<file path="config.mk">
export PLATFORM = sky130hd
export DESIGN_NAME = timer_counter_flat
export DESIGN_NICKNAME = d
export VERILOG_FILES = /design/src/rtl/timer_pkg.sv /design/src/rtl/timer_counter_if.sv /design/src/rtl/timer_prescaler.sv /design/src/rtl/timer_counter.sv /design/src/flat_wrapper.sv
export SDC_FILE = /design/constraint.sdc
export NUM_CORES = 1
export LEC_CHECK = 0
export ABC_AREA = 1
export CAP_MARGIN = 20
export CORE_ASPECT_RATIO = 2
export CORE_MARGIN = 5
export CORE_UTILIZATION = 49
export DETAILED_ROUTE_END_ITERATION = 16
export PLACE_DENSITY_LB_ADDON = 0.15
export SYNTH_ARGS = -nofsm -noshare
export SYNTH_HDL_FRONTEND = slang
export SYNTH_SLANG_ARGS = --single-unit
</file>
<file path="constraint.sdc">
create_clock -name clk -period 1.77 [get_ports clk]
set_clock_uncertainty 0.2 [all_clocks]
set_input_delay 0.354 -clock clk [delete_from_list [all_inputs] [get_ports clk]]
set_output_delay 0.354 -clock clk [all_outputs]
set_load 0.03 [all_outputs]
</file>
<file path="src/rtl/timer_pkg.sv">
// timer_pkg
// Shared definitions for the memory-mapped countdown timer: FSM state
// encoding, register word offsets, mode constants, CTRL bit positions and
// byte-lane write helpers.
// Optional feature macro used by the timer: TIMER_PRESCALE_EN.
package timer_pkg;

   typedef enum logic [1:0] {
      IDLE = 2'd0,
      LOAD = 2'd1,
      CNT  = 2'd2,
      INT  = 2'd3
   } state_t;

   // Register word offsets (bus address bits [3:2]).
   localparam logic [1:0] CTRL_ADDR   = 2'd0;
   localparam logic [1:0] PRESET_ADDR = 2'd1;
   localparam logic [1:0] COUNT_ADDR  = 2'd2;

   // CTRL.Mode encodings; 2'b1x behaves like one-shot.
   localparam logic [1:0] MODE_ONESHOT = 2'b00;
   localparam logic [1:0] MODE_RELOAD  = 2'b01;

   // CTRL bit positions.
   localparam logic [4:0] CTRL_EN_BIT   = 5'd0;
   localparam logic [4:0] CTRL_MODE_LSB = 5'd1;
   localparam logic [4:0] CTRL_MODE_MSB = 5'd2;
   localparam logic [4:0] CTRL_IM_BIT   = 5'd3;
   localparam logic [4:0] CTRL_PS_LSB   = 5'd8;

   // Replace only the byte lanes whose enable is set.
   function automatic logic [31:0] byte_merge(input logic [31:0] old_v,
                                              input logic [31:0] new_v,
                                              input logic [3:0]  be);
      logic [31:0] merged;
      merged = old_v;
      for (int i = 0; i < 4; i++) begin
         if (be[i]) begin
            merged[8*i +: 8] = new_v[8*i +: 8];
         end else begin
            merged[8*i +: 8] = old_v[8*i +: 8];
         end
      end
      return merged;
   endfunction

   // Single-bit version of byte_merge for sparse register fields.
   function automatic logic merge_bit(input logic        old_b,
                                      input logic [31:0] din,
                                      input logic [3:0]  be,
                                      input logic [4:0]  pos);
      return be[pos[4:3]] ? din[pos] : old_b;
   endfunction

endpackage

</file>
<file path="src/rtl/timer_counter_if.sv">
// timer_counter_if
// Bus bundle between the M-stage store/load path and the timer.
//   Addr   word select (0 CTRL, 1 PRESET, 2 COUNT, 3 unused)
//   WE     single-cycle write strobe
//   Byteen byte write enables
//   Din    lane-aligned write data
//   Dout   combinational read data
//   IRQ    level interrupt request toward HWInt
interface timer_counter_if;
   logic [1:0]  Addr;
   logic        WE;
   logic [3:0]  Byteen;
   logic [31:0] Din;
   logic [31:0] Dout;
   logic        IRQ;

   modport master (output Addr, WE, Byteen, Din, input Dout, IRQ);
   modport slave  (input Addr, WE, Byteen, Din, output Dout, IRQ);
endinterface

</file>
<file path="src/rtl/timer_prescaler.sv">
// timer_prescaler
// Divides the count rate: while enabled, tick pulses once every ps+1 cycles.
// clear restarts the division so the first tick after it is ps+1 cycles away.
//   clk, reset  clock and async active-low reset
//   clear       restart the divider
//   enable      advance the divider
//   ps          divide value minus one
//   tick        count-enable pulse
// Only instantiated when TIMER_PRESCALE_EN is defined.
module timer_prescaler #(
   parameter int PS_W = 8
) (
   input  logic            clk,
   input  logic            reset,
   input  logic            clear,
   input  logic            enable,
   input  logic [PS_W-1:0] ps,
   output logic            tick
);

   logic [PS_W-1:0] pcnt_r;

   // Tick is decoded from the registered divider so it lands on the
   // (ps+1)-th enabled cycle.
   assign tick = enable && (pcnt_r == ps);

   // Divider counter: restarts on clear and wraps after each tick.
   always_ff @(posedge clk or negedge reset) begin
      if (!reset) begin
         pcnt_r <= {PS_W{1'b0}};
      end else if (clear) begin
         pcnt_r <= {PS_W{1'b0}};
      end else if (enable) begin
         pcnt_r <= tick ? {PS_W{1'b0}} : pcnt_r + PS_W'(1'b1);
      end
   end

endmodule

</file>
<file path="src/rtl/timer_counter.sv">
// timer_counter
// Memory-mapped countdown timer with one-shot / auto-reload modes and an
// interrupt mask.
//   clk    system clock
//   reset  async active-low reset, clears all state
//   bus    timer_counter_if.slave: Addr/WE/Byteen/Din in, Dout/IRQ out
// Optional feature: define TIMER_PRESCALE_EN to enable the CTRL.PS field
// and the count prescaler; otherwise the count advances every cycle.
module timer_counter
   import timer_pkg::*;
#(
   parameter int PS_W = 8
) (
   input  logic           clk,
   input  logic           reset,
   timer_counter_if.slave bus
);

   state_t          state_r;
   logic            en_r;
   logic [1:0]      mode_r;
   logic            im_r;
   logic            flag_r;
   logic [31:0]     preset_r;
   logic [31:0]     count_r;

   logic            wr_s;
   logic            ctrl_wr_s;
   logic            preset_wr_s;
   logic            tick_s;
   logic [PS_W-1:0] ps_s;
   logic [31:0]     ctrl_rd_s;

   // A write needs at least one byte lane; COUNT and the unused slot never
   // disturb the FSM.
   assign wr_s        = bus.WE && (bus.Byteen != 4'b0000);
   assign ctrl_wr_s   = wr_s && (bus.Addr == CTRL_ADDR);
   assign preset_wr_s = wr_s && (bus.Addr == PRESET_ADDR);

   assign ctrl_rd_s = 32'({ps_s, 4'b0000, im_r, mode_r, en_r});

`ifdef TIMER_PRESCALE_EN
   logic [PS_W-1:0] ps_r;
   logic [PS_W-1:0] ps_new_s;

   assign ps_s = ps_r;

   // Lane-merge the prescale field from the write data.
   always_comb begin
      ps_new_s = ps_r;
      for (int i = 0; i < PS_W; i++) begin
         ps_new_s[i] = merge_bit(ps_r[i], bus.Din, bus.Byteen, CTRL_PS_LSB + 5'(i));
      end
   end

   // Prescale value register.
   always_ff @(posedge clk or negedge reset) begin
      if (!reset) begin
         ps_r <= {PS_W{1'b0}};
      end else if (ctrl_wr_s) begin
         ps_r <= ps_new_s;
      end
   end

   timer_prescaler #(.PS_W(PS_W)) u_prescaler (
      .clk    (clk),
      .reset  (reset),
      .clear  (state_r == LOAD),
      .enable (state_r == CNT),
      .ps     (ps_r),
      .tick   (tick_s)
   );
`else
   assign ps_s   = {PS_W{1'b0}};
   assign tick_s = 1'b1;
`endif

   // Register file and countdown FSM. A CTRL/PRESET write pre-empts every
   // internal update on the same edge (count step, flag set, En clear).
   always_ff @(posedge clk or negedge reset) begin
      if (!reset) begin
         state_r  <= IDLE;
         en_r     <= 1'b0;
         mode_r   <= 2'b00;
         im_r     <= 1'b0;
         flag_r   <= 1'b0;
         preset_r <= 32'h0000_0000;
         count_r  <= 32'h0000_0000;
      end else begin
         if (ctrl_wr_s) begin
            en_r      <= merge_bit(en_r, bus.Din, bus.Byteen, CTRL_EN_BIT);
            mode_r[0] <= merge_bit(mode_r[0], bus.Din, bus.Byteen, CTRL_MODE_LSB);
            mode_r[1] <= merge_bit(mode_r[1], bus.Din, bus.Byteen, CTRL_MODE_MSB);
            im_r      <= merge_bit(im_r, bus.Din, bus.Byteen, CTRL_IM_BIT);
         end
         if (preset_wr_s) begin
            preset_r <= byte_merge(preset_r, bus.Din, bus.Byteen);
         end
         if (ctrl_wr_s || preset_wr_s) begin
            state_r <= IDLE;
            flag_r  <= 1'b0;
         end else begin
            case (state_r)
               IDLE: begin
                  if (en_r) begin
                     state_r <= LOAD;
                  end
               end
               LOAD: begin
                  count_r <= preset_r;
                  state_r <= CNT;
               end
               CNT: begin
                  if (!en_r) begin
                     state_r <= IDLE;
                  end else if (tick_s) begin
                     // COUNT of 1 or 0 both expire on this tick; never wrap.
                     if (count_r > 32'd1) begin
                        count_r <= count_r - 32'd1;
                     end else begin
                        count_r <= 32'd0;
                        state_r <= INT;
                        flag_r  <= 1'b1;
                     end
                  end
               end
               INT: begin
                  // Auto-reload leaves En set so IDLE restarts the period.
                  if (mode_r == MODE_RELOAD) begin
                     flag_r <= 1'b0;
                  end else begin
                     en_r <= 1'b0;
                  end
                  state_r <= IDLE;
               end
               default: begin
                  state_r <= IDLE;
               end
            endcase
         end
      end
   end

   // Zero-latency read mux for the load path.
   always_comb begin
      bus.Dout = 32'h0000_0000;
      case (bus.Addr)
         CTRL_ADDR:   bus.Dout = ctrl_rd_s;
         PRESET_ADDR: bus.Dout = preset_r;
         COUNT_ADDR:  bus.Dout = count_r;
         default:     bus.Dout = 32'h0000_0000;
      endcase
   end

   assign bus.IRQ = flag_r & im_r;

endmodule

</file>
<file path="src/flat_wrapper.sv">
// flat-port wrapper written by rule: the top's interface ports become plain ports
module timer_counter_flat import timer_pkg::*;
#(
   parameter int PS_W = 8
)
  (clk, reset, bus_Addr, bus_WE, bus_Byteen, bus_Din, bus_Dout, bus_IRQ);
  timer_counter_if bus_i ();
  input  logic clk;
  input  logic reset;
  input wire logic [$bits(bus_i.Addr)-1:0] bus_Addr;
  input wire logic [$bits(bus_i.WE)-1:0] bus_WE;
  input wire logic [$bits(bus_i.Byteen)-1:0] bus_Byteen;
  input wire logic [$bits(bus_i.Din)-1:0] bus_Din;
  output wire logic [$bits(bus_i.Dout)-1:0] bus_Dout;
  output wire logic [$bits(bus_i.IRQ)-1:0] bus_IRQ;
  assign bus_i.Addr = bus_Addr;
  assign bus_i.WE = bus_WE;
  assign bus_i.Byteen = bus_Byteen;
  assign bus_i.Din = bus_Din;
  assign bus_Dout = bus_i.Dout;
  assign bus_IRQ = bus_i.IRQ;
  timer_counter #(.PS_W(PS_W)) u_core (.clk(clk), .reset(reset), .bus(bus_i));
endmodule
</file>
; Word level (Yosys, flattened, before mapping)
; Index checks and enable logic that the tools add are counted.
[op_classes]
addsub = 1
n_lt_le_gt_ge = 1
n_eq_ne = 12
n_mux = 19
n_bitwise = 2
n_reduce_logical = 17
[ops]
columns = operator, count
row1 = 32-bit one-hot mux with 3 select lines, 1
row2 = 32-bit 2-to-1 mux, 2
row3 = 32-bit one-hot mux with 2 select lines, 1
row4 = 32-bit by 1-bit greater-than comparator with 1-bit output (second input constant), 1
row5 = 32-bit by 1-bit subtractor with 32-bit output (second input constant), 1
row6 = 2-bit AND reduction, 6
row7 = 1-bit 2-to-1 mux, 9
row8 = 3-bit by 1-bit != test with 1-bit output (second input constant), 3
row9 = 2-bit 2-to-1 mux, 4
row10 = 2-bit one-hot mux with 4 select lines, 1
row11 = 2-bit by 1-bit equality test with 1-bit output (second input constant), 3
row12 = 2-bit equality test (second input constant), 3
row13 = 2-bit zero test, 2
row14 = 4-bit != test (second input constant), 1
row15 = 4-bit AND reduction, 1
row16 = 4-bit nonzero test, 1
row17 = 1-bit logical AND, 3
row18 = 3-bit by 2-bit != test with 1-bit output (second input constant), 1
row19 = 3-bit AND reduction, 1
row20 = 3-bit nonzero test, 1
row21 = 2-bit by 1-bit != test with 1-bit output (second input constant), 1
row22 = 1-bit one-hot mux with 2 select lines, 1
row23 = 2-bit nonzero test, 1
row24 = 1-bit AND, 1
row25 = 2 further kinds, 2
[totals]
ff_bits = 71
input_bits = 41
output_inout_bits = 33
wordCells = 62

; Depth between registers and ports, before layout
; Gate-level depths: netlist (run 1).
[depth]
depth_word = 7
ltp_mapped = 11
mapped_depth_nobuf = 11

; Worst setup path before layout (run 1)
; OpenSTA, ideal clock, no wires.
[synth_timing]
kind = in2out
start = in bus_Addr[0]
end = out bus_Dout[6]
arrival_time_ns = 1.529
required_time_ns = 1.216
setup_slack_ns = -0.313
cell_stages = 5
n_path_buf = 1
path_cell_list = inv_1 > nor2_2 > inv_1 > clkbuf_1 > o21ai_0
[synth_via]
elab_chain_len = 2
elab_cells_between_ends = 4
classes_between = eq/ne (2) / mux (1) / reduce/logical (1)
[synth_rtl]
columns = element, line_no
row1 = start: declaration, flat_wrapper.sv:10  ; input wire logic [$bits(bus_i.Addr)-1:0] bus_Addr;
row2 = 2-bit equality test (tied with other cells), timer_counter.sv:147  ; case (bus.Addr)
row3 = 32-bit one-hot mux with 3 select lines *, timer_counter.sv:147
row4 = end: declaration, flat_wrapper.sv:14  ; output wire logic [$bits(bus_i.Dout)-1:0] bus_Dout;
; Every way passes the cells marked *; elsewhere a longest branch is shown, timed or not.

; Worst setup path in the final report (run 1)
[layout_timing]
start = reg u_core.count_r[12]
end = reg u_core.count_r[26]
[layout_via]
elab_chain_len = 4
elab_cells_between_ends = 5
classes_between = add/sub (1) / order compare (1) / mux (3)
[layout_rtl]
columns = element, line_no
row1 = start: declaration, timer_counter.sv:25  ; logic [31:0] count_r;
row2 = start signal: assignment, timer_counter.sv:110  ; count_r <= preset_r;
row3 = start signal: assignment, timer_counter.sv:119  ; count_r <= count_r - 32'd1;
row4 = 32-bit by 1-bit subtractor with 32-bit output or 32-bit by 1-bit greater-than comparator with 1-bit output (tied branches), "timer_counter.sv:119, timer_counter.sv:118"
row5 = 32-bit 2-to-1 mux *, timer_counter.sv:118  ; if (count_r > 32'd1) begin
row6 = 32-bit 2-to-1 mux *, timer_counter.sv:114  ; if (!en_r) begin
row7 = 32-bit one-hot mux with 2 select lines *, timer_counter.sv:103  ; case (state_r)
; Every way passes the cells marked *; elsewhere a longest branch is shown, timed or not. The select of a mux whose other input is x is not followed.
; A chain may end at the register's enable or synchronous reset.

==> results.cfg, run 1 <==
[synthesis]
synth_top_area_cell = dfrtp_1
synth_flop_cell = dfrtp_1
synth_async_sr_flop_share = 1.00
seq_area_frac_synth = 0.407
syn-instance-count = 617
synth_cell_types = 31
synth_most_common_cell = nand2_1
avgSynthCellArea_um2 = 7.07
synth-seq-cells = 71
synth_area_leaders = dfrtp_1, nand2_1, nor2_1
synth_edf_count = 0
yosys-top-cells-count = nand2_1, nor2_1, inv_1
netlist.area_leader.share = 0.407
yosysWarnings = 0
synth_area_um2 = 4360
synth_nets = 663

[routing]
drc = 0
post_drt_via_cell_ratio = 6.18
ant_nets = 0
wl_per_cell_um = 22.0
routed_wl_um = 20400
drt_iter0_markers = 533
first_pass_iters = 8
num_vias = 5746

[critical_path]
crit_required_ps = 1810
start_kind = flop
crit_type = flop to flop
crit_fanout = 3
worst_ep_arrival_time_ps = 2200
cp-end-kind = flop

[placement]
pre_cts_slack_ps = -519
numPortBuffers = 73
dpl_cell_area_um2 = 6150
dp_cells = 880
hpwl_um = 10900
gp_congestion = 0.902

[timing]
min_period_ps = 2160
timing.final.ws_setup_ps = -386
rsz0062_at_grt = true
hold_viol_final = 0
maxSlewViolCount = 0
slew_headroom = 0.675
final-setup-viol-count = 72
finalCritPeriodShare = 1.22
worst_pin_slew_ps = 488
fmax_mhz = 464
hold-worst-slack_ps = 293

[finish]
n_antenna_cell = 0
drive_above_1_share = 0.457
fin_area_um2 = 7700
fillers = 396
synthToLayoutAreaGrowth_pct = 76.4
ff_latch_area_um2 = 1780
final_util = 0.890
multi_input_area_um2 = 2910
fin_cells = 930
nets = 871

[floorplanning]
coreArea_um2 = 8650
io_pins = 74
die_w_um = 76.7
dieArea_um2 = 11000
num_rows = 48
initial_core_util = 0.505
dieHeight_um = 143

[global_route]
grt_pass1_wl_um = 26700
grt.total_usage = 0.307
grt_overflow = 0
grt_pass1_vias = 5561
antenna_found_initial = 0
grt_max_degree = 34

[pwr]
power_density_nw_per_um2 = 1560
p_leak_nw = 3.41
vdd_drop_max_mv = 1.31

[cts]
cts.htree.levels = 3
clkTransAtPathRegs_ps = 60
clock_sinks = 71
root_buffer = clkbuf_16
numCtsBuffers = 9
cts_tree = done
ctsLongestPathBuffers = 2
clk-insertion-delay-late_ps = 350

[flow_run]
max_cap_viol_count = 0

[run_status]
violations = negative setup slack
status = complete, but fails checks

[hold_path]
hold_class = input port to asynchronous set/reset pin
-- cells by family after synthesis --
kind of cell	synth area share
compound gates	0.173
xor+xnor	0.0221
fa+ha+maj	0.0143
buf+inv	0.0920
flops	0.407
mux	0.0206
simple gates	0.271
-- through the flow --
| stage | power [mW] | setup TNS, ps |
|---|---|---|
| after floorplan | 5.26 | -2410 |
| after global placement | 7.47 | -35920 |
| after detailed placement | 7.64 | -39960 |
| after CTS | 10.4 | -1980 |
| after global routing | 12.5 | -11940 |
| final | 12.0 | -10580 |
-- critical path, stage by stage, from the launching register on --
cell and delay (ps):
dfrtp_1 410, nor2_1 200, nand2_1 150, nor2_4 200
nand2_2 150, nand2_4 120, a21oi_4 80, buf_6 140
buf_6 120, nand2_2 60, nand2_1 60, nand2_1 70
nand2_1 70
-- path summary, 6_finish.rpt --
| kind | startpoint | endpoint | slack (ps) | depth (start not counted) |
|---|---|---|---|---|
| max | u_core.count_r[12]$_DFFE_PN0P_ | u_core.count_r[26]$_DFFE_PN0P_ | -390 | 12 |
| min in group clk | u_core.preset_r[8]$_DFFE_PN0P_ | u_core.preset_r[8]$_DFFE_PN0P_ | 340 | 1 |
| min | reset | u_core.preset_r[20]$_DFFE_PN0P_ | 290 | 2 |
| max in group asynchronous | reset | u_core.im_r$_DFFE_PN0P_ | 510 | 3 |
| max reg2reg | u_core.count_r[12]$_DFFE_PN0P_ | u_core.count_r[26]$_DFFE_PN0P_ | -390 | 12 |
| min reg2reg | u_core.preset_r[8]$_DFFE_PN0P_ | u_core.preset_r[8]$_DFFE_PN0P_ | 340 | 1 |
-- sequential cells by signal, summed over array words and instances (netlist names) --
register         cells
u_core.preset_r     32
u_core.state_r       2
u_core.im_r          1
u_core.en_r          1
u_core.count_r      32
u_core.mode_r        2
u_core.flag_r        1
-- report_power, final --
part           leakage [nW]  internal [mW]  switching, mW
clock                 0.142           1.02          0.759
combinational          2.44           3.40           4.05
sequential            0.833           2.22          0.594
-- layer usage --
layer,wire length [µm],GRT usage,vias up
met2,10300,0.563,394
met4,2000,0.224,0
met5,0,0,-
li1,-,-,2424
met1,6590,0.297,2745
met3,1520,0.0646,183
-- final cells by class --
class,instances,share of cell area
inverters,78,0.0426
clock inverters,4,0.00260
multi-input cells,447,0.379
clock buffers,12,0.0333
well taps,100,0.0163
flip-flops and latches,71,0.231
repair buffers,218,0.296
-- placed cells by master, fill, tap and decap left out, types with 9 or more instances in the layout --
master           instances
buf_6                   62
nand3_2                 15
nor2_2                  22
nand2_1                114
o21ai_2                  9
nor2_1                  68
clkdlybuf4s50_1         37
o22ai_4                  9
nand2_4                 11
inv_1                   47
nand2_2                 18
buf_12                  19
o22ai_2                  9
a21oi_1                 36
inv_2                   17
nand3_1                 20
xor2_1                  10
inv_4                   12
dfrtp_1                 69
buf_4                   93
clkbuf_16                9
o21ai_0                 30
a21oi_2                 27
-- what timing repair did --
action,in CTS,in global routing
buffers inserted,15,18
endpoints found under the hold margin,16,0
pin swaps,27,51
endpoints found under the setup margin,99,74
gates resized for setup,125,160
hold buffers,1,0
gates cloned,3,0
Note: power is estimated with default switching activity, not from simulation.
==> run 2: changes to the inputs <==
ABC_AREA = not set   (was 1)
CORE_UTILIZATION = 53   (was 49)
clock period = 2.05 ns   (was 1.77 ns; I/O delays follow)
==> results.cfg, run 2 <==
[run_status]
status = complete, but fails checks
violations = negative setup slack

[timing]
slew_headroom = 0.742
rsz0062_at_grt = true
maxSlewViolCount = 0
fmax_mhz = 402
min_period_ps = 2490
hold_viol_final = 0
final-setup-viol-count = 36
timing.final.ws_setup_ps = -439
worst_pin_slew_ps = 387
finalCritPeriodShare = 1.21

[floorplanning]
dieHeight_um = 136
coreArea_um2 = 7830
die_w_um = 72.9
dieArea_um2 = 9890
initial_core_util = 0.535
num_rows = 46
io_pins = 74

[routing]
ant_nets = 0
drc = 0
post_drt_via_cell_ratio = 7.01
routed_wl_um = 19100
first_pass_iters = 5
num_vias = 4989
wl_per_cell_um = 26.8
drt_iter0_markers = 680

[cts]
root_buffer = clkbuf_16
numCtsBuffers = 9
clock_sinks = 71
clkTransAtPathRegs_ps = 60
clk-insertion-delay-late_ps = 350
cts.htree.levels = 3
ctsLongestPathBuffers = 2
cts_tree = done

[global_route]
grt.total_usage = 0.366
grt_overflow = 0
grt_pass1_wl_um = 27100
grt_pass1_vias = 5076
antenna_found_initial = 0
grt_max_degree = 30

[synthesis]
synth_cell_types = 61
avgSynthCellArea_um2 = 10.0
seq_area_frac_synth = 0.424
yosys-top-cells-count = dfrtp_1, a22o_1, mux2_2
synth-seq-cells = 71
yosysWarnings = 0
synth_flop_cell = dfrtp_1
synth_most_common_cell = dfrtp_1
synth_nets = 464
synth_top_area_cell = dfrtp_1
synth_area_um2 = 4190
syn-instance-count = 418
synth_edf_count = 0
synth_async_sr_flop_share = 1.00
netlist.area_leader.share = 0.424
synth_area_leaders = dfrtp_1, a22o_1, mux2_2

[critical_path]
crit_family = compound AO/OA/AOI/OAI gates
cp-end-kind = flop
start_kind = flop
crit_type = flop to flop
crit_top_cell = buf_4
crit_fanout = 8
cpPeakStageDelay_ps = 400
path_cells = nor4_4 > buf_4 > nand4_4 > buf_6 > o31ai_4 > buf_4 > a2bb2oi_1 > o21ai_0
r2r_cells = 8
crit_required_ps = 2060
worst_ep_arrival_time_ps = 2490
critPathBufInv = 3
r2r-end = u_core.count_r[1]$_DFFE_PN0P_
r2r_start = u_core.count_r[11]$_DFFE_PN0P_
r2r_setup_slack_ps = -440
crit_slowest_cell = dfrtp_1

[placement]
dp_cells = 670
hpwl_um = 10500
pre_cts_slack_ps = -427
gp_congestion = 0.903
numPortBuffers = 73

[finish]
layout_common_cells = buf_4, dfrtp_1, clkdlybuf4s50_1, mux2_2, buf_6
drive_above_1_share = 0.484
reg_top3 = u_core.count_r x32, u_core.preset_r x32
n_antenna_cell = 0
nets = 657
fin_cells = 712
synthToLayoutAreaGrowth_pct = 67.7
final_common_cell = buf_4

[pwr]
p_leak_nw = 3.06
power_density_nw_per_um2 = 1460
vdd_drop_max_mv = 1.02

[flow_run]
max_cap_viol_count = 0

[hold_path]
hold_class = input port to asynchronous set/reset pin
-- run 2: cell count changes after synthesis, moves of 8 or more --
cell	change
nand2_1	-116
nor2_1	-66
inv_1	-64
a21oi_1	-54
a22o_1	+46
nand3_1	-27
mux2_2	+26
nor3_1	+17
o21ai_0	-16
o22ai_1	-16
xor2_1	-11
nor4_1	+8
-- run 2: repair_timing --
item	in CTS	in global routing
endpoints found under the setup margin	67	64
setup buffers	14	3
pin swaps	26	10
endpoints found under the hold margin	7	0
cloned	7	1
gates resized for setup	75	28
hold buffers	1	0
-- run 2: cell type report --
type	count	area [µm²]
Multi-Input combinational cell	304	2670
Timing Repair Buffer	212	2110
Sequential cell	71	1780
Fill cell	339	801
Clock buffer	11	243
Tap cell	96	120
Clock inverter	5	57.6
Inverter	13	51.3
-- run 2: logic make-up after synthesis --
family                     synth area share
DFF                                   0.424
muxes                                 0.106
xor gates and xnor gates            0.00209
adders and majority gates            0.0149
buffers and inverters                0.0445
and+or+nand+nor                       0.152
AOI/OAI and AO/OA                     0.256
-- run 2: how the worst max path moves through the flow --
stage	from	endpoint	cells past startpoint
after global placement	bus_Byteen[1]	u_core.count_r[24]$_DFFE_PN0P_	8
after global routing	u_core.count_r[11]$_DFFE_PN0P_	u_core.count_r[1]$_DFFE_PN0P_	8
after detailed placement	bus_Addr[1]	u_core.count_r[29]$_DFFE_PN0P_	8
after CTS	u_core.count_r[22]$_DFFE_PN0P_	u_core.count_r[26]$_DFFE_PN0P_	7
final	u_core.count_r[11]$_DFFE_PN0P_	u_core.count_r[1]$_DFFE_PN0P_	8
after floorplan	u_core.count_r[23]$_DFFE_PN0P_	u_core.count_r[12]$_DFFE_PN0P_	6
-- run 2: per-layer routing --
layer / vias to the layer above / part of all wire / GRT usage
met5: - / 0 / 0
met4: 0 / 0.068 / 0.253
met3: 129 / 0.084 / 0.0639
met2: 423 / 0.51 / 0.598
met1: 2427 / 0.34 / 0.423
li1: 2010 / - / -
-- run 2: through the flow --
step                TNS, ps  cell area [µm²]   util  power [mW]  hold slack (ps)
finish                -8540             7030  0.898        10.2              277
global route         -11320             7030  0.898        10.6              306
CTS                   -4350             6850  0.875        9.58              281
detailed placement   -29010             6020  0.769        7.46              103
global placement     -23050             6020  0.769        7.23             99.8
floorplan             -2230             4430      -        5.11            -85.6
-- run 2: power by group --
part / internal, mW / leakage (nW) / total (mW) / switching, mW
Clock: 0.973 / 0.138 / 1.60 / 0.622
Combinational: 2.93 / 2.06 / 6.29 / 3.36
Sequential: 1.90 / 0.871 / 2.35 / 0.456
Total: 5.80 / 3.06 / 10.2 / 4.44
==> run 3: changes to the inputs <==
CORE_MARGIN = 3   (was 5)
CORE_UTILIZATION = 48   (was 53)
SYNTH_HIERARCHICAL = 1   (was not set)
clock period = 2.18 ns   (was 2.05 ns; I/O delays follow)
==> results.cfg, run 3 <==
[floorplanning]
die_w_um = 72.3
num_rows = 47
io_pins = 74
dieArea_um2 = 10000
initial_core_util = 0.502
coreArea_um2 = 8410
dieHeight_um = 139

[pwr]
p_leak_nw = 3.06
totalPowerFinal_mw = 8.91
power_density_nw_per_um2 = 1320
vdd_drop_max_mv = 0.863

[finish]
final_common_cell = buf_4
fin_area_um2 = 6760
nets = 660
reg_top3 = u_core/count_r x32, u_core/preset_r x32
synthToLayoutAreaGrowth_pct = 60.1
n_antenna_cell = 0
layout_common_cells = buf_4, dfrtp_1, clkdlybuf4s50_1, mux2_2
final_util = 0.804
drive_above_1_share = 0.510
fin_cells = 716
fillers = 540

[routing]
drt_iter0_markers = 462
first_pass_iters = 6
num_vias = 4545
wl_per_cell_um = 22.3
post_drt_via_cell_ratio = 6.35
routed_wl_um = 15900
ant_nets = 0
drc = 0

[run_status]
violations = negative setup slack
status = complete, but fails checks

[timing]
min_period_ps = 2580
maxSlewViolCount = 0
timing.final.ws_setup_ps = -404
worst_pin_slew_ps = 587
rsz0062_at_grt = true
final-setup-viol-count = 35
slew_headroom = 0.609
finalCritPeriodShare = 1.19
fmax_mhz = 387
hold_viol_final = 0

[cts]
numCtsBuffers = 9
clkTransAtPathRegs_ps = 60
root_buffer = clkbuf_16
clock_sinks = 71
clk-insertion-delay-late_ps = 340
ctsLongestPathBuffers = 2
cts.htree.levels = 3
cts_tree = done

[global_route]
grt.total_usage = 0.309
grt_pass1_vias = 4712
grt_max_degree = 32
grt_overflow = 0
antenna_found_initial = 0
grt_pass1_wl_um = 23800

[synthesis]
seq_area_frac_synth = 0.421
yosys-top-cells-count = dfrtp_1, a22o_1, mux2_2
synth_xor_area_frac = 0
synth_mux_area_frac = 0.105
avgSynthCellArea_um2 = 10.1
synth_cell_types = 64
synth_top_area_cell = dfrtp_1
synth-seq-cells = 71
synth_edf_count = 0
synth_area_um2 = 4220
synth_nets = 466
yosysWarnings = 6
synth_area_leaders = dfrtp_1, mux2_2, a22o_1
synth_most_common_cell = dfrtp_1
synth_flop_cell = dfrtp_1
synthSimpleGateAreaFrac = 0.159
synth_top_family_by_area = compound AO/OA/AOI/OAI gates
syn-instance-count = 419
synth_async_sr_flop_share = 1.00
synth-compound-area-share = 0.247
synth_adder_area_share = 0.0178
netlist.area_leader.share = 0.421

[placement]
dp_cells = 677
pre_cts_slack_ps = -639
gp_congestion = 0.893
dpl_cell_area_um2 = 5920
hpwl_um = 10500
numPortBuffers = 73

[critical_path]
r2r_setup_slack_ps = -400
crit_fanout = 5
r2r-end = u_core/count_r[14]$_DFFE_PN0P_
cp-endpoint = u_core/count_r[14]$_DFFE_PN0P_
crit_required_ps = 2210
r2r_start = u_core/count_r[21]$_DFFE_PN0P_
crit_type = flop to flop
r2r_cells = 6
worst_ep_arrival_time_ps = 2620
cp-end-kind = flop
start_kind = flop
worstSetupStartpoint = u_core/count_r[21]$_DFFE_PN0P_

[flow_run]
max_cap_viol_count = 0

[hold_path]
hold_class = flop to flop
## run 3: changes by cell type in the layout (fill, tap and decap cells not counted), sizes merged, moves of 7 or more
cell	delta
o311ai	+7
a21oi	+8
nor2	-9
nor3	-9
o21ai	-10
## run 3: cells by family (layout without fill, tap and decap cells)
kind of cell / Yosys count / after routing
mux: 40 / 40
fa+ha+maj: 6 / 6
simple gates: 115 / 115
flops: 71 / 71
buf+inv: 51 / 250
compound gates: 136 / 136
## run 3: power breakdown
group	internal (mW)	switching [mW]	leakage [nW]
registers	1.78	0.396	0.871
logic	2.59	2.76	2.05
clock network	0.801	0.580	0.140
total	5.17	3.74	3.06
## run 3: timing repair
| action | in CTS | in global routing |
|---|---|---|
| endpoints found under the hold margin | 19 | 0 |
| setup buffers | 9 | 11 |
| gates resized for setup | 44 | 45 |
| hold buffers | 1 | 0 |
| pin swaps | 19 | 11 |
| cloned | 4 | 0 |
| endpoints found under the setup margin | 75 | 55 |
## run 3: worst min path at each step
stage                                               start                              end  slack, ps  cells after the start
after global placement                              reset  u_core/preset_r[12]$_DFFE_PN0P_        260                      1
final                     u_core/preset_r[19]$_DFFE_PN0P_   u_core/count_r[19]$_DFFE_PN0P_        310                      2
after global routing            u_core/flag_r$_DFFE_PN0P_        u_core/flag_r$_DFFE_PN0P_        350                      2
after CTS                 u_core/preset_r[19]$_DFFE_PN0P_   u_core/count_r[19]$_DFFE_PN0P_        310                      2
after floorplan                                     reset    u_core/count_r[0]$_DFFE_PN0P_        -60                      0
after detailed placement                            reset  u_core/preset_r[14]$_DFFE_PN0P_        260                      1
## run 3: cell type report
type / count / area, µm² / area share
multi-input cells: 297 / 2610 / 0.386
repair buffers: 216 / 1910 / 0.282
flip-flops and latches: 71 / 1780 / 0.263
clock buffers: 11 / 243 / 0.0359
well taps: 98 / 123 / 0.0181
inverters: 18 / 67.6 / 0.00999
clock inverters: 5 / 32.5 / 0.00481
## run 3: metrics by stage
step | hold WS [ps] | TNS (ps)
3_5_place_dp | 259 | -33000
5_1_grt | 350 | -10580
4_1_cts | 314 | -9100
6_report | 311 | -9510
3_3_place_gp | 257 | -30490
2_1_floorplan | -59.6 | -8090
## run 3: per-layer routing
layer | share of wire | track usage | vias up
met5 | 0 | 0 | -
met4 | 0.066 | 0.184 | 0
met3 | 0.054 | 0.0486 | 91
met2 | 0.55 | 0.567 | 228
met1 | 0.33 | 0.313 | 2207
li1 | - | - | 2019
## run 3: critical path, cell delays in order, from the launching register on
cell and delay (ps):
dfrtp_1 380, or3_4 400, or3_4 410, o41a_1 500, buf_6 180, a32o_1 230
a22o_1 180
